$ cat config.mk
export PLATFORM = sky130hd
export DESIGN_NAME = calc_program_engine_flat
export DESIGN_NICKNAME = d
export VERILOG_FILES = /design/src/rtl/calc_program_engine_pkg.sv /design/src/rtl/calc_program_engine_if.sv /design/src/rtl/calc_program_engine_alu.sv /design/src/rtl/calc_program_engine.sv /design/src/flat_wrapper.sv
export SDC_FILE = /design/constraint.sdc
export NUM_CORES = 1
export LEC_CHECK = 0
export ABC_AREA = 1
export CORE_ASPECT_RATIO = 0.75
export CORE_UTILIZATION = 37
export DETAILED_ROUTE_END_ITERATION = 16
export PLACE_DENSITY_LB_ADDON = 0.1
export SETUP_SLACK_MARGIN = 0.15
export SLEW_MARGIN = 30
export SYNTH_ARGS = -nofsm -noshare
export SYNTH_HDL_FRONTEND = slang
export SYNTH_SLANG_ARGS = --single-unit
$ cat constraint.sdc
create_clock -name clk -period 5.6 [get_ports clk]
set_input_delay 0.84 -clock clk [delete_from_list [all_inputs] [get_ports clk]]
set_output_delay 0.84 -clock clk [all_outputs]
set_load 0.02 [all_outputs]
$ cat src/rtl/calc_program_engine_pkg.sv
// calc_pkg: shared types and instruction-field layout helpers for the
// program-buffered calculator.
package calc_pkg;

    // ALU operation encoding carried in the top two bits of each instruction.
    typedef enum logic [1:0] {
        OP_ADD = 2'b00,
        OP_SUB = 2'b01,
        OP_MUL = 2'b10,
        OP_AND = 2'b11
    } op_e;

    // Engine control states.
    typedef enum logic [1:0] {
        S_LOAD  = 2'b00,
        S_RUN   = 2'b01,
        S_DRAIN = 2'b10
    } state_e;

    // Instruction word = {op[1:0], A[opnd_w-1:0], B[opnd_w-1:0]}; B sits at bit 0.
    function automatic int word_w(input int opnd_w);
        return 2 * opnd_w + 2;
    endfunction

    function automatic int op_lsb(input int opnd_w);
        return 2 * opnd_w;
    endfunction

    function automatic int a_lsb(input int opnd_w);
        return opnd_w;
    endfunction

endpackage

$ cat src/rtl/calc_program_engine_if.sv
// Instruction-load and result streams of the calculator engine.
// master = instruction source / result consumer, slave = engine.
interface calc_program_engine_if #(
    parameter int OPND_W = 8,
    parameter int DEPTH  = 16
);
    localparam int CNT_W  = $clog2(DEPTH) + 1;
    localparam int RES_W  = 2 * OPND_W;
    localparam int WORD_W = 2 * OPND_W + 2;

    logic              in_valid;
    logic              in_ready;
    logic [WORD_W-1:0] in_data;
    logic              out_valid;
    logic              out_ready;
    logic [RES_W-1:0]  out_result;
    logic              out_neg;
    logic [CNT_W-2:0]  out_idx;

    modport master (
        output in_valid, in_data, out_ready,
        input  in_ready, out_valid, out_result, out_neg, out_idx
    );

    modport slave (
        input  in_valid, in_data, out_ready,
        output in_ready, out_valid, out_result, out_neg, out_idx
    );

endinterface

$ cat src/rtl/calc_program_engine_alu.sv
// calc_alu: combinational op/A/B -> unsigned magnitude plus sign.
// Only SUB can produce a negative sign; A==B gives 0 with positive sign.
module calc_alu
    import calc_pkg::*;
#(
    parameter int OPND_W = 8
) (
    input  op_e                 op_i,
    input  logic [OPND_W-1:0]   a_i,
    input  logic [OPND_W-1:0]   b_i,
    output logic [2*OPND_W-1:0] result_o,
    output logic                neg_o
);
    localparam logic [OPND_W-1:0] ZEXT = '0;

    // Evaluate the selected operation on the current instruction operands.
    always_comb begin
        // NOTE: defaults first so every path assigns every output; no latch.
        result_o = '0;
        neg_o    = 1'b0;
        case (op_i)
            OP_ADD: result_o = {ZEXT, a_i} + {ZEXT, b_i};
            OP_SUB: begin
                if (a_i < b_i) begin
                    result_o = {ZEXT, b_i - a_i};
                    neg_o    = 1'b1;
                end else begin
                    result_o = {ZEXT, a_i - b_i};
                end
            end
            OP_MUL: result_o = {ZEXT, a_i} * {ZEXT, b_i};
            OP_AND: result_o = {ZEXT, a_i & b_i};
            default: result_o = '0;
        endcase
    end

endmodule

$ cat src/rtl/calc_program_engine.sv
// calc_program_engine: buffers up to DEPTH instructions, runs them in order on
// start and streams one registered result per instruction with backpressure.
// A kept program can be replayed by a later start without reloading.
module calc_program_engine
    import calc_pkg::*;
#(
    parameter int  OPND_W = 8,
    parameter int  DEPTH  = 16,
    localparam int CNT_W  = $clog2(DEPTH) + 1
) (
    input  logic               clk,
    input  logic               reset,
    calc_program_engine_if.slave bus,
    input  logic               start,
    input  logic               keep_prog,
    input  logic               clear,
    output logic [CNT_W-1:0]   count,
    output logic               busy,
    output logic               done
);
    localparam int RES_W  = 2 * OPND_W;
    localparam int WORD_W = word_w(OPND_W);
    localparam int IDX_W  = CNT_W - 1;
    localparam int OP_LSB = op_lsb(OPND_W);
    localparam int A_LSB  = a_lsb(OPND_W);

    state_e            state_q;
    logic [CNT_W-1:0]  count_q;
    logic [CNT_W-1:0]  rd_ptr_q;
    logic              keep_q;
    logic              out_valid_q;
    logic [RES_W-1:0]  out_result_q;
    logic              out_neg_q;
    logic [IDX_W-1:0]  out_idx_q;
    logic              done_q;
    logic [WORD_W-1:0] mem_q [DEPTH];

    logic              in_fire;
    logic              out_load;
    logic [CNT_W-1:0]  count_d;
    logic [WORD_W-1:0] rd_word;
    logic [RES_W-1:0]  alu_res;
    logic              alu_neg;

    // A clear in the same cycle overrides an offered word: it is dropped.
    assign bus.in_ready = (state_q == S_LOAD) && (count_q < CNT_W'(DEPTH));
    assign in_fire      = bus.in_valid && bus.in_ready && !clear;
    assign count_d      = count_q + CNT_W'(in_fire);
    assign out_load     = !out_valid_q || bus.out_ready;
    assign rd_word      = mem_q[rd_ptr_q[IDX_W-1:0]];

    calc_alu #(.OPND_W(OPND_W)) u_alu (
        .op_i     (op_e'(rd_word[OP_LSB +: 2])),
        .a_i      (rd_word[A_LSB +: OPND_W]),
        .b_i      (rd_word[OPND_W-1:0]),
        .result_o (alu_res),
        .neg_o    (alu_neg)
    );

    // Program store: one write port fed by the load stream.
    // NOTE: storage is deliberately not reset; count_q alone marks valid slots.
    always_ff @(posedge clk) begin
        if (in_fire) begin
            mem_q[count_q[IDX_W-1:0]] <= bus.in_data;
        end
    end

    // Control FSM with registered result stage and done pulse.
    // NOTE: all state uses non-blocking assignment so every register sees pre-edge values.
    always_ff @(posedge clk or posedge reset) begin
        if (reset) begin
            state_q      <= S_LOAD;
            count_q      <= '0;
            rd_ptr_q     <= '0;
            keep_q       <= 1'b0;
            out_valid_q  <= 1'b0;
            out_result_q <= '0;
            out_neg_q    <= 1'b0;
            out_idx_q    <= '0;
            done_q       <= 1'b0;
        end else begin
            done_q <= 1'b0;
            if (clear) begin
                state_q     <= S_LOAD;
                count_q     <= '0;
                rd_ptr_q    <= '0;
                keep_q      <= 1'b0;
                out_valid_q <= 1'b0;
            end else begin
                case (state_q)
                    S_LOAD: begin
                        count_q <= count_d;
                        if (start && (count_d != '0)) begin
                            state_q  <= S_RUN;
                            rd_ptr_q <= '0;
                            keep_q   <= keep_prog;
                        end
                    end
                    S_RUN: begin
                        if (out_load) begin
                            out_valid_q  <= 1'b1;
                            out_result_q <= alu_res;
                            out_neg_q    <= alu_neg;
                            out_idx_q    <= rd_ptr_q[IDX_W-1:0];
                            rd_ptr_q     <= rd_ptr_q + CNT_W'(1);
                            if (rd_ptr_q == count_q - CNT_W'(1)) begin
                                state_q <= S_DRAIN;
                            end
                        end
                    end
                    S_DRAIN: begin
                        if (out_valid_q && bus.out_ready) begin
                            out_valid_q <= 1'b0;
                            done_q      <= 1'b1;
                            state_q     <= S_LOAD;
                            rd_ptr_q    <= '0;
                            if (!keep_q) begin
                                count_q <= '0;
                            end
                        end
                    end
                    default: state_q <= S_LOAD;
                endcase
            end
        end
    end

    assign count          = count_q;
    assign busy           = (state_q != S_LOAD);
    assign done           = done_q;
    assign bus.out_valid  = out_valid_q;
    assign bus.out_result = out_result_q;
    assign bus.out_neg    = out_neg_q;
    assign bus.out_idx    = out_idx_q;

endmodule
$ cat src/flat_wrapper.sv
// flat-port wrapper written by rule: the top's interface ports become plain ports
module calc_program_engine_flat import calc_pkg::*;
#(
    parameter int  OPND_W = 8,
    parameter int  DEPTH  = 16,
    localparam int CNT_W  = $clog2(DEPTH) + 1
)
  (clk, reset, start, keep_prog, clear, count, busy, done, bus_in_valid, bus_in_data, bus_out_ready, bus_in_ready, bus_out_valid, bus_out_result, bus_out_neg, bus_out_idx);
  calc_program_engine_if #(.OPND_W(OPND_W), .DEPTH(DEPTH)) bus_i ();
  input  logic clk;
  input  logic reset;
  input  logic start;
  input  logic keep_prog;
  input  logic clear;
  output logic [CNT_W-1:0] count;
  output logic busy;
  output logic done;
  input wire logic [$bits(bus_i.in_valid)-1:0] bus_in_valid;
  input wire logic [$bits(bus_i.in_data)-1:0] bus_in_data;
  input wire logic [$bits(bus_i.out_ready)-1:0] bus_out_ready;
  output wire logic [$bits(bus_i.in_ready)-1:0] bus_in_ready;
  output wire logic [$bits(bus_i.out_valid)-1:0] bus_out_valid;
  output wire logic [$bits(bus_i.out_result)-1:0] bus_out_result;
  output wire logic [$bits(bus_i.out_neg)-1:0] bus_out_neg;
  output wire logic [$bits(bus_i.out_idx)-1:0] bus_out_idx;
  assign bus_i.in_valid = bus_in_valid;
  assign bus_i.in_data = bus_in_data;
  assign bus_i.out_ready = bus_out_ready;
  assign bus_in_ready = bus_i.in_ready;
  assign bus_out_valid = bus_i.out_valid;
  assign bus_out_result = bus_i.out_result;
  assign bus_out_neg = bus_i.out_neg;
  assign bus_out_idx = bus_i.out_idx;
  calc_program_engine #(.OPND_W(OPND_W), .DEPTH(DEPTH)) u_core (.clk(clk), .reset(reset), .bus(bus_i), .start(start), .keep_prog(keep_prog), .clear(clear), .count(count), .busy(busy), .done(done));
endmodule
==> impl_results.md, run 1 <==
- Status: complete, but fails checks
- Violated checks: design-rule violations
- Post-route cell area: between 15000 and 20000 µm²
- Clk sinks: around 320
- CP arrival: 5.62 ns
- Worst-path clk slew: roughly 0.06 ns
- Synth Area in Adders: under 10%
- Placed instance count: 2207
- ANT nets after route: 0
- Final Worst Setup Slack: ~0.40 ns
- Post-synthesis mux area share: 0%
- Row Count: 66
- RSZ-0062 raised after global routing: false
- Vias in the first global route: between 10000 and 15000
- Cell Area, Placed: ~18000 µm²
- DR DRC count: 4
- Antenna diodes: 0
- First-pass GRT wire length: slightly above 70000 µm
- Synth Flop Type: edfxtp_1
- Top cells by count, synth: edfxtp_1 (288), nand2_1 (283), nor2_1 (192)
- CTS tree: yes
- Final nets: 1820
- Cell Count, Final, Fillers Out: around 2300
- Synth Instances: between 1500 and 2000
- DRT Wirelength: ~47000 µm
- Largest fanout on the critical path: 17
- Die height: between 150 and 200 µm
- Pre-CTS WS: between 0.1 and 0.15 ns
- CTS buffer count: 36
- Max clock buf depth: 3
- Post-DP HPWL: a little under 30000 µm
- Area Overhead vs Synth: 18.5%
- Mean routed wirelength per cell: 20.6 µm
- Input/output buffers: between 50 and 60
- Pins Over Slew Limit: 0
- Worst skew pair latency: 0.53 ns
- Register area share after synthesis: a little under three fifths
- IO Count: 55
- Initial Utilization: 37.9%
- Total GRT Usage: between 20% and 30%
- Mapped Area: approximately 17000 µm²
- GPL Wtd Cong: ~0.86
- Setup TNS: 0 ns
- Final hold violation count: 0
- Max-cap violations: 0
- Compound-Gate Fraction of Synth Area: about a tenth
- CTS HTree Levels: 2
- Count of cell types in the netlist: 36
- Antenna violations before repair: 0
- Synth warn: 0
- Largest area contributor in the netlist: edfxtp_1
- Core region area: between 40000 and 50000 µm²
- Crit start category: register
- Crit end category: register
- Clock skew: roughly 0.012 ns
- Max Freq: about 0.19 GHz
- DRT Pass-1 Iters: 11
- Fraction of layout cells with a size suffix above 1: 11.6%
- Hold buffer count at CTS: 0
- XOR/XNOR Fraction of Synth Area: ~1.3%
- Number of synthesized flops with an enable pin: about 290
- Global route overflow: 0
- Count leader, synth: edfxtp_1
- CTS root buffer: clkbuf_16
- Setup violations, final: 0
- Mapped Avg Cell Area: 10.5 µm²
- Asr flop ratio synth: between 10% and 20%
- Relative slew margins: around a third
- Crit path kind: register to register
- Final period util: 92.9%
- Starting DRT DRC Count: approximately 990
- DIE AREA: about 46000 µm²
- Crit path time final: about 5.2 ns
- Mapped Nets: around 1700
- Die width: approximately 250 µm
- Vias: between 10000 and 15000
- Min-delay worst type: register to register
- Yosys top cell area share: 52.1%
- Post-Synth Simple-Gate Area: 14.8%
- DR vias/cell: 5.20
- Largest net degree at the start of global routing: 67
- Measured slew at the worst slew-check pin: approximately 1 ns
- Area contributors post-synth: edfxtp_1 (52%), nand2_1 (6.4%), dfrtp_1 (5.4%)
- #FFs+latches synth: between 300 and 400
- Main combinational cell family by area after synthesis: simple AND/OR/NAND/NOR gates
- WP data required: 6.02 ns
[cell families (layout without fill, tap and decap cells)]
family,Yosys count,in the layout
fa+ha+maj,106,106
buf+inv,265,394
compound gates,293,293
xor+xnor,24,24
simple gates,575,575
flops,324,324
[routing by layer]
metal,track usage (%),routed length [µm]
met1,32.4,24000
met2,30.4,19900
met3,2.98,2700
met4,3.88,651
met5,0,0
[stage by stage]
step / util (%) / hold WS, ns
global route: 44.9 / 0.498
floorplan: - / 0.502
global placement: 41.3 / 0.471
detailed placement: 41.4 / 0.466
finish: 44.9 / 0.479
CTS: 43.9 / 0.482
[flip-flops by register name, indices dropped and copies added (netlist names)]
| signal | cells |
|---|---|
| u_core.bus.out_idx | 4 |
| u_core.bus.out_neg | 1 |
| u_core.bus.out_result | 16 |
| u_core.bus.out_valid | 1 |
| u_core.count | 5 |
| u_core.done | 1 |
| u_core.keep_q | 1 |
| u_core.mem_q | 288 |
| u_core.rd_ptr_q | 5 |
| u_core.state_q | 2 |
[final timing paths]
kind                                          start  slack, ns                   endpoint  cells after the start
max                              u_core.rd_ptr_q[0]       0.40  u_core.bus.out_result[13]                     22
min                        u_core.bus.out_result[4]       0.48   u_core.bus.out_result[4]                      2
max reg2reg                      u_core.rd_ptr_q[0]       0.40  u_core.bus.out_result[13]                     22
min reg2reg                u_core.bus.out_result[4]       0.48   u_core.bus.out_result[4]                      2
max in group asynchronous                     reset       4.42         u_core.rd_ptr_q[0]                      2
min in group asynchronous                     reset       0.70       u_core.bus.out_valid                      2
[critical path, stage by stage (launching register included)]
cell      delay, ns
dfrtp_4        0.54
clkinv_8       0.13
buf_12         0.17
buf_12         0.15
o21ai_1        0.12
o22ai_1        0.09
o211ai_1       0.20
nand3_2        0.19
nand2_2        0.14
inv_1          0.07
fa_1           0.55
fa_1           0.44
fa_1           0.54
inv_1          0.05
fa_1           0.53
inv_1          0.06
ha_4           0.29
nand2_1        0.08
o211ai_1       0.37
nand2_1        0.10
nand2_1        0.08
xnor2_1        0.13
o21ai_1        0.07
[layout by cell type (no fill, tap or decap), types with 41 or more instances in the layout]
cell	Yosys	routed
edfxtp_1	288	288
nand2_1	283	279
inv_1	190	188
nor2_1	192	174
o21ai_0	162	141
nand3_1	65	63
ha_1	67	62
clkdlybuf4s50_1	0	54
buf_4	5	50
o22ai_1	42	41
[area by class of cell]
type,instances,area [µm²]
clock buffers,47,973
inverters,197,758
repair buffers,130,1400
clock inverters,18,105
well taps,578,723
flip-flops and latches,324,9560
fillers,4138,24200
repair inverters,2,20.0
multi-input cells,998,6150
[repair_timing]
item | CTS | global route
gates cloned | 0 | 6
setup endpoints to repair | 3 | 10
buffers inserted | 1 | 14
pin swaps | 0 | 25
gates resized for setup | 1 | 62
Power of run 1 is not shown: default switching activity piles up to over one toggle a cycle in this logic, so the estimate is an artifact.
==> run 2: changes to the inputs <==
--- a/config.mk
+++ b/config.mk
@@ -5,12 +5,12 @@
 export SDC_FILE = /design/constraint.sdc
 export NUM_CORES = 1
 export LEC_CHECK = 0
-export ABC_AREA = 1
 export CORE_ASPECT_RATIO = 0.75
 export CORE_UTILIZATION = 37
 export DETAILED_ROUTE_END_ITERATION = 16
 export PLACE_DENSITY_LB_ADDON = 0.1
 export SETUP_SLACK_MARGIN = 0.15
+export SKIP_LAST_GASP = 1
 export SLEW_MARGIN = 30
 export SYNTH_ARGS = -nofsm -noshare
 export SYNTH_HDL_FRONTEND = slang
==> run 2 against run 1 <==
  * The run ends with negative setup slack left
  * Sequential share of layout area is 0.96 points lower
  * Die area decreased by 3.4%
  * Routed wire length decreased by 15%
  * Flip-flop and latch count is the same
  * Hold slack improved by 0.0024 ns
  * Via count decreased by 20%
  * First-iteration DRC count shrank 29%
  * Global-route usage shrank 1.8 points
  * Utilization up 2.5 points
  * Maximum frequency is 8.6% lower
  * Register-to-register slack lost 0.49 ns
  * Count of clock-buffer cells in the layout down 3
  * Critical path type unchanged
  * Highest routed layer unchanged
==> impl_results.md, run 2 <==
- R2R depth: 24
- CP arrival: 6.11 ns
- Synth Area in Adders: about a tenth
- Register area share after synthesis: 59.5%
- Cell Count, Final, Fillers Out: about 1900
- Largest fanout on the critical path: 8
- Crit path capture: u_core.bus.out_result[13]
- DRT Wirelength: around 40000 µm
- Final period util: 102%
- Final Worst Setup Slack: -0.0916 ns
- RSZ-0062 raised after global routing: true
- Cell Area, Placed: 18300 µm²
- Total GRT Usage: 18.9%
- Setup violations, final: 5
- GPL Wtd Cong: roughly 0.82
- Placed instance count: ~1800
- Worst skew pair latency: roughly 0.54 ns
- Post-synthesis mux area share: 13.4%
- Die height: approximately 180 µm
- Mapped Nets: 1199
- Synth Flop Type: edfxtp_1
- Met1 Usage GRT: 29.3%
- DR DRC count: 0
- Clk sinks: around 320
- Most common cell after layout, fill and taps aside: edfxtp_1
- Global route overflow: 0
- Mapped Area: 16000 µm²
- CTS buffer count: 36
- Starting DRT DRC Count: 700
- Most frequent cells in the layout: edfxtp_1 (288), buf_4 (113), nor2_1 (90)
- Clock skew: about 0.021 ns
- Count of cell types in the netlist: a little over 60
- Final nets: 1394
- Min-delay worst type: register to register
- R2R Path End: u_core.bus.out_result[13]
- Max-cap violations: 0
- ANT nets after route: 0
- Fraction of layout cells with a size suffix above 1: 29.0%
- Input/output buffers: 54
- Crit path time final: 5.69 ns
- Synth Instances: 1068
- Status: complete, but fails checks
- Final hold violation count: 0
- Asr flop ratio synth: between 10% and 20%
- DRT Pass-1 Iters: 5
- DIE AREA: between 40000 and 50000 µm²
- Mapped Avg Cell Area: 15.0 µm²
- M2 GR Usage: 28.0%
- Worst r2r src: u_core.rd_ptr_q[0]
- Number of synthesized flops with an enable pin: 288
- DR vias/cell: roughly 5
- CTS tree: yes
- Hold buffer count at CTS: 0
- First-pass GRT wire length: 61900 µm
- Max clock buf depth: 3
- CTS root buffer: clkbuf_16
- Post-DP HPWL: between 20000 and 30000 µm
- Area contributors post-synth: edfxtp_1 (54%), mux4_2 (9.0%), dfrtp_1 (5.6%)
- GRT met3 Usage: 2.74%
- Crit start category: register
- Violated checks: negative setup slack
- Pre-CTS WS: -0.161 ns
- Top cells by count, synth: edfxtp_1 (288), nor2_1 (108), inv_1 (86)
- Measured slew at the worst slew-check pin: 0.821 ns
- Count leader, synth: edfxtp_1
- Crit path kind: register to register
- CP startpoint: u_core.rd_ptr_q[0]
- Post-Synth Simple-Gate Area: 5.56%
- Largest net degree at the start of global routing: 37
- Pins Over Slew Limit: 0
- Compound-Gate Fraction of Synth Area: 6.43%
- IO Count: 55
- Setup TNS: -0.245 ns
- Synth warn: 0
- WP data required: about 6.0 ns
- Vias in the first global route: 9889
- CTS HTree Levels: 2
- Main combinational cell family by area after synthesis: multiplexers
- GRT Max-Usage Layer: met1
- Yosys top cell area share: around 54%
- Largest area contributor in the netlist: edfxtp_1
- Antenna violations before repair: 1
- Max Freq: ~0.18 GHz
- Vias: between 9000 and 10000
- Row Count: 65
- Die width: roughly 240 µm
- R2R Setup Slk: -0.09 ns
- Core region area: approximately 42000 µm²
- Mean routed wirelength per cell: 21.7 µm
- Crit end category: register
- XOR/XNOR Fraction of Synth Area: 1.31%
- #FFs+latches synth: ~320
- Worst-path clk slew: roughly 0.06 ns
- Largest register FFs: 288
- Area Overhead vs Synth: 25.2%
- Relative slew margins: 45.0%
- Post-route cell area: roughly 20000 µm²
- Initial Utilization: 37.9%
-- run 2: cell types whose count changed in the layout (fill, tap and decap cells not counted), moves of 53 or more --
cell     before  now
nor2_1      174   90
o21ai_0     141   24
nand3_1      63   10
inv_1       188   73
buf_4        50  113
nand2_1     279   62
mux4_2        0   65
-- run 2: worst min-delay path by stage --
| stage | startpoint | endpoint | slack [ns] | cells past startpoint |
|---|---|---|---|---|
| 6_report | u_core.bus.out_result[2] | u_core.bus.out_result[2] | 0.48 | 1 |
| 5_1_grt | u_core.bus.out_result[6] | u_core.bus.out_result[6] | 0.50 | 2 |
| 4_1_cts | u_core.bus.out_result[2] | u_core.bus.out_result[2] | 0.49 | 1 |
| 3_5_place_dp | u_core.bus.out_result[2] | u_core.bus.out_result[2] | 0.47 | 1 |
| 3_3_place_gp | u_core.bus.out_neg | u_core.bus.out_neg | 0.45 | 2 |
| 2_1_floorplan | u_core.keep_q | u_core.keep_q | 0.48 | 2 |
-- run 2: cell families (layout without fill, tap and decap cells) --
kind of cell               Yosys count  after routing
AOI/OAI and AO/OA                  148            148
xor gates and xnor gates            24             24
adders and majority gates          106            106
buffers and inverters              132            355
DFF                                324            324
muxes                              119            119
other                                0              1
and+or+nand+nor                    215            215
-- run 2: layout make-up --
cell class	instances	area, µm²
fill	3705	22300
sequential	324	9560
clock inverter	22	259
multi-input combinational	612	6240
tap	569	712
clock buffer	44	961
antenna	1	2.50
timing repair buffer	200	2020
inverter	89	334
-- run 2: stage by stage --
step                      hold slack [ns]  util, %
final                               0.481     47.4
after global routing                0.500     47.4
after CTS                           0.487     47.0
after detailed placement            0.469     43.3
after global placement              0.451     43.3
after floorplan                     0.481        -
-- run 2: critical path, stage by stage, from the launching register on --
cell     delay [ns]
dfrtp_4        0.49
buf_6          0.16
buf_16         0.16
mux4_2         0.50
mux2_4         0.31
a21oi_4        0.23
buf_6          0.13
nor2_2         0.03
fa_1           0.50
inv_1          0.05
fa_1           0.52
inv_2          0.04
fa_1           0.49
inv_2          0.04
fa_1           0.51
inv_2          0.04
ha_4           0.21
buf_4          0.13
nand2_2        0.07
o21ai_4        0.07
o41a_1         0.33
a21o_1         0.17
a21oi_2        0.12
xnor2_1        0.08
a22o_1         0.19
-- run 2: repair_timing --
item                       CTS  global route
setup endpoints to repair    7            10
setup buffers               15            10
pin swaps                   26            13
cloned                       3             0
gates resized for setup     28            20
-- run 2: metal layers --
layer  share of wire (%)  vias to the layer above
met5                   0                        -
met4                 1.4                        0
met3                 4.4                       42
met2                  43                      204
met1                  51                     4897
li1                    -                     4392
Power of run 2 is left out for the same reason.
==> run 3: changes to the inputs <==
--- a/config.mk
+++ b/config.mk
@@ -8,8 +8,8 @@
 export CORE_ASPECT_RATIO = 0.75
 export CORE_UTILIZATION = 37
 export DETAILED_ROUTE_END_ITERATION = 16
-export PLACE_DENSITY_LB_ADDON = 0.1
-export SETUP_SLACK_MARGIN = 0.15
+export DONT_BUFFER_PORTS = 1
+export PLACE_DENSITY = 0.53
 export SKIP_LAST_GASP = 1
 export SLEW_MARGIN = 30
 export SYNTH_ARGS = -nofsm -noshare
==> run 3 against run 2 <==
  * The run still ends with negative setup slack left
  * Critical path type unchanged
  * Routed wire length down 4.6%
  * Critical path depth stayed put
  * First-iteration DRC count grew 9.6%
  * Via count decreased by 3.1%
  * Final area fell by 3.7%
==> impl_results.md, run 3 (synthesis results as in run 2) <==
- Hold buffer count at CTS: 0
- Largest net degree at the start of global routing: 37
- Setup violations, final: 1
- IO Count: 55
- Crit start category: register
- Max-cap violations: 0
- Die width: roughly 240 µm
- Mean routed wirelength per cell: 21.5 µm
- Final hold violation count: 0
- Clock skew: 0.0122 ns
- DR DRC count: 0
- WP data required: 6.02 ns
- Largest fanout on the critical path: 7
- Pre-CTS WS: -0.159 ns
- Most common cell after layout, fill and taps aside: edfxtp_1
- DRT Pass-1 Iters: 5
- Min-delay worst type: input port to asynchronous set/reset pin
- Area Overhead vs Synth: 20.5%
- Initial Utilization: a little under two fifths
- Die height: around 180 µm
- Total GRT Usage: between 10% and 20%
- RSZ-0062 raised after global routing: true
- Violated checks: negative setup slack
- Global route overflow: 0
- ANT nets after route: 0
- Final Worst Setup Slack: -0.00184 ns
- Final period util: 100%
- Crit path time final: about 5.6 ns
- Relative slew margins: between 40% and 50%
- Max clock buf depth: 3
- Antenna violations before repair: 0
- Largest register FFs: around 290
- Measured slew at the worst slew-check pin: roughly 0.83 ns
- DIE AREA: roughly 44000 µm²
- Input/output buffers: 0
- Final nets: ~1300
- DRT Wirelength: 38600 µm
- Fraction of layout cells with a size suffix above 1: 29.8%
- Antenna diodes: 0
- GPL Wtd Cong: between 0.8 and 0.9
- Max Freq: roughly 0.18 GHz
- Vias in the first global route: 9451
- Crit end category: register
- First-pass GRT wire length: approximately 60000 µm
- Post-DP HPWL: 25800 µm
- CTS tree: yes
- Most frequent cells in the layout: edfxtp_1 (288), buf_4 (109), nor2_1 (89)
- CTS buffer count: 34
- DR vias/cell: ~5
- Starting DRT DRC Count: 767
- Pins Over Slew Limit: 0
- Row Count: between 60 and 70
- CTS root buffer: clkbuf_16
- Worst skew pair latency: 0.53 ns
- Core region area: between 40000 and 50000 µm²
- Status: complete, but fails checks
- CTS HTree Levels: 2
- Clk sinks: approximately 320
- Vias: 9237
- Crit path kind: register to register
- Worst-path clk slew: about 0.07 ns
- CP arrival: roughly 6.0 ns
## run 3: routing by layer
metal | vias to the layer above | GRT usage, % | wire length (µm)
met5 | - | 0 | 0
met4 | 0 | 3.80 | 588
met3 | 45 | 3.65 | 2310
met2 | 221 | 26.8 | 16800
met1 | 4707 | 26.8 | 18800
li1 | 4264 | - | -
## run 3: path summary, 6_finish.rpt
check / from / endpoint / slack [ns] / depth (start not counted)
setup / recovery: u_core.rd_ptr_q[0] / u_core.bus.out_result[12] / -0.002 / 24
hold / removal: reset / u_core.count[1] / 0.30 / 2
setup reg to reg: u_core.rd_ptr_q[0] / u_core.bus.out_result[12] / -0.002 / 24
hold reg to reg: u_core.keep_q / u_core.keep_q / 0.54 / 2
max in group asynchronous: reset / u_core.rd_ptr_q[0] / 4.91 / 2
min in group clk: clear / u_core.keep_q / 0.37 / 1
## run 3: layout make-up
class / count / area (µm²)
well taps: 569 / 712
inverters: 89 / 334
multi-input cells: 612 / 6260
clock buffers: 46 / 917
fillers: 3691 / 23000
flip-flops and latches: 324 / 9560
repair buffers: 140 / 1340
clock inverters: 16 / 210
## run 3: worst max-delay path, stage by stage (launching register included)
cell	delay (ns)
dfrtp_4	0.49
buf_12	0.16
buf_12	0.13
clkbuf_16	0.15
mux4_2	0.43
mux2_2	0.31
a21oi_2	0.14
buf_6	0.14
nor2_1	0.06
fa_1	0.48
inv_1	0.05
fa_1	0.47
inv_1	0.05
fa_1	0.49
inv_2	0.04
fa_1	0.54
inv_2	0.04
ha_4	0.22
o21a_1	0.10
o31a_1	0.15
o41ai_4	0.28
o21bai_1	0.11
a21oi_1	0.19
xnor2_1	0.08
a22o_1	0.18
## run 3: repair_timing
item                                    in CTS  in global routing
endpoints found under the hold margin        0                  0
gates cloned                                 2                  1
pin swaps                                    3                 30
endpoints found under the setup margin       5                  9
setup buffers                                9                 21
gates resized for setup                     16                 55
## run 3: stage by stage
| stage | cell area [µm²] | setup TNS, ns | hold slack [ns] | util, % | std cells |
|---|---|---|---|---|---|
| after floorplan | 16200 | 0 | 0.481 | - | 1068 |
| after global placement | 17600 | -0.548 | 0.506 | 41.5 | 1702 |
| after detailed placement | 17600 | -0.507 | 0.527 | 41.5 | 1702 |
| after CTS | 18900 | -0.262 | 0.310 | 44.7 | 1775 |
| after global routing | 19300 | -0.851 | 0.349 | 45.6 | 1796 |
| final | 19300 | -0.00184 | 0.303 | 45.6 | 1796 |
Power of run 3 is left out for the same reason.
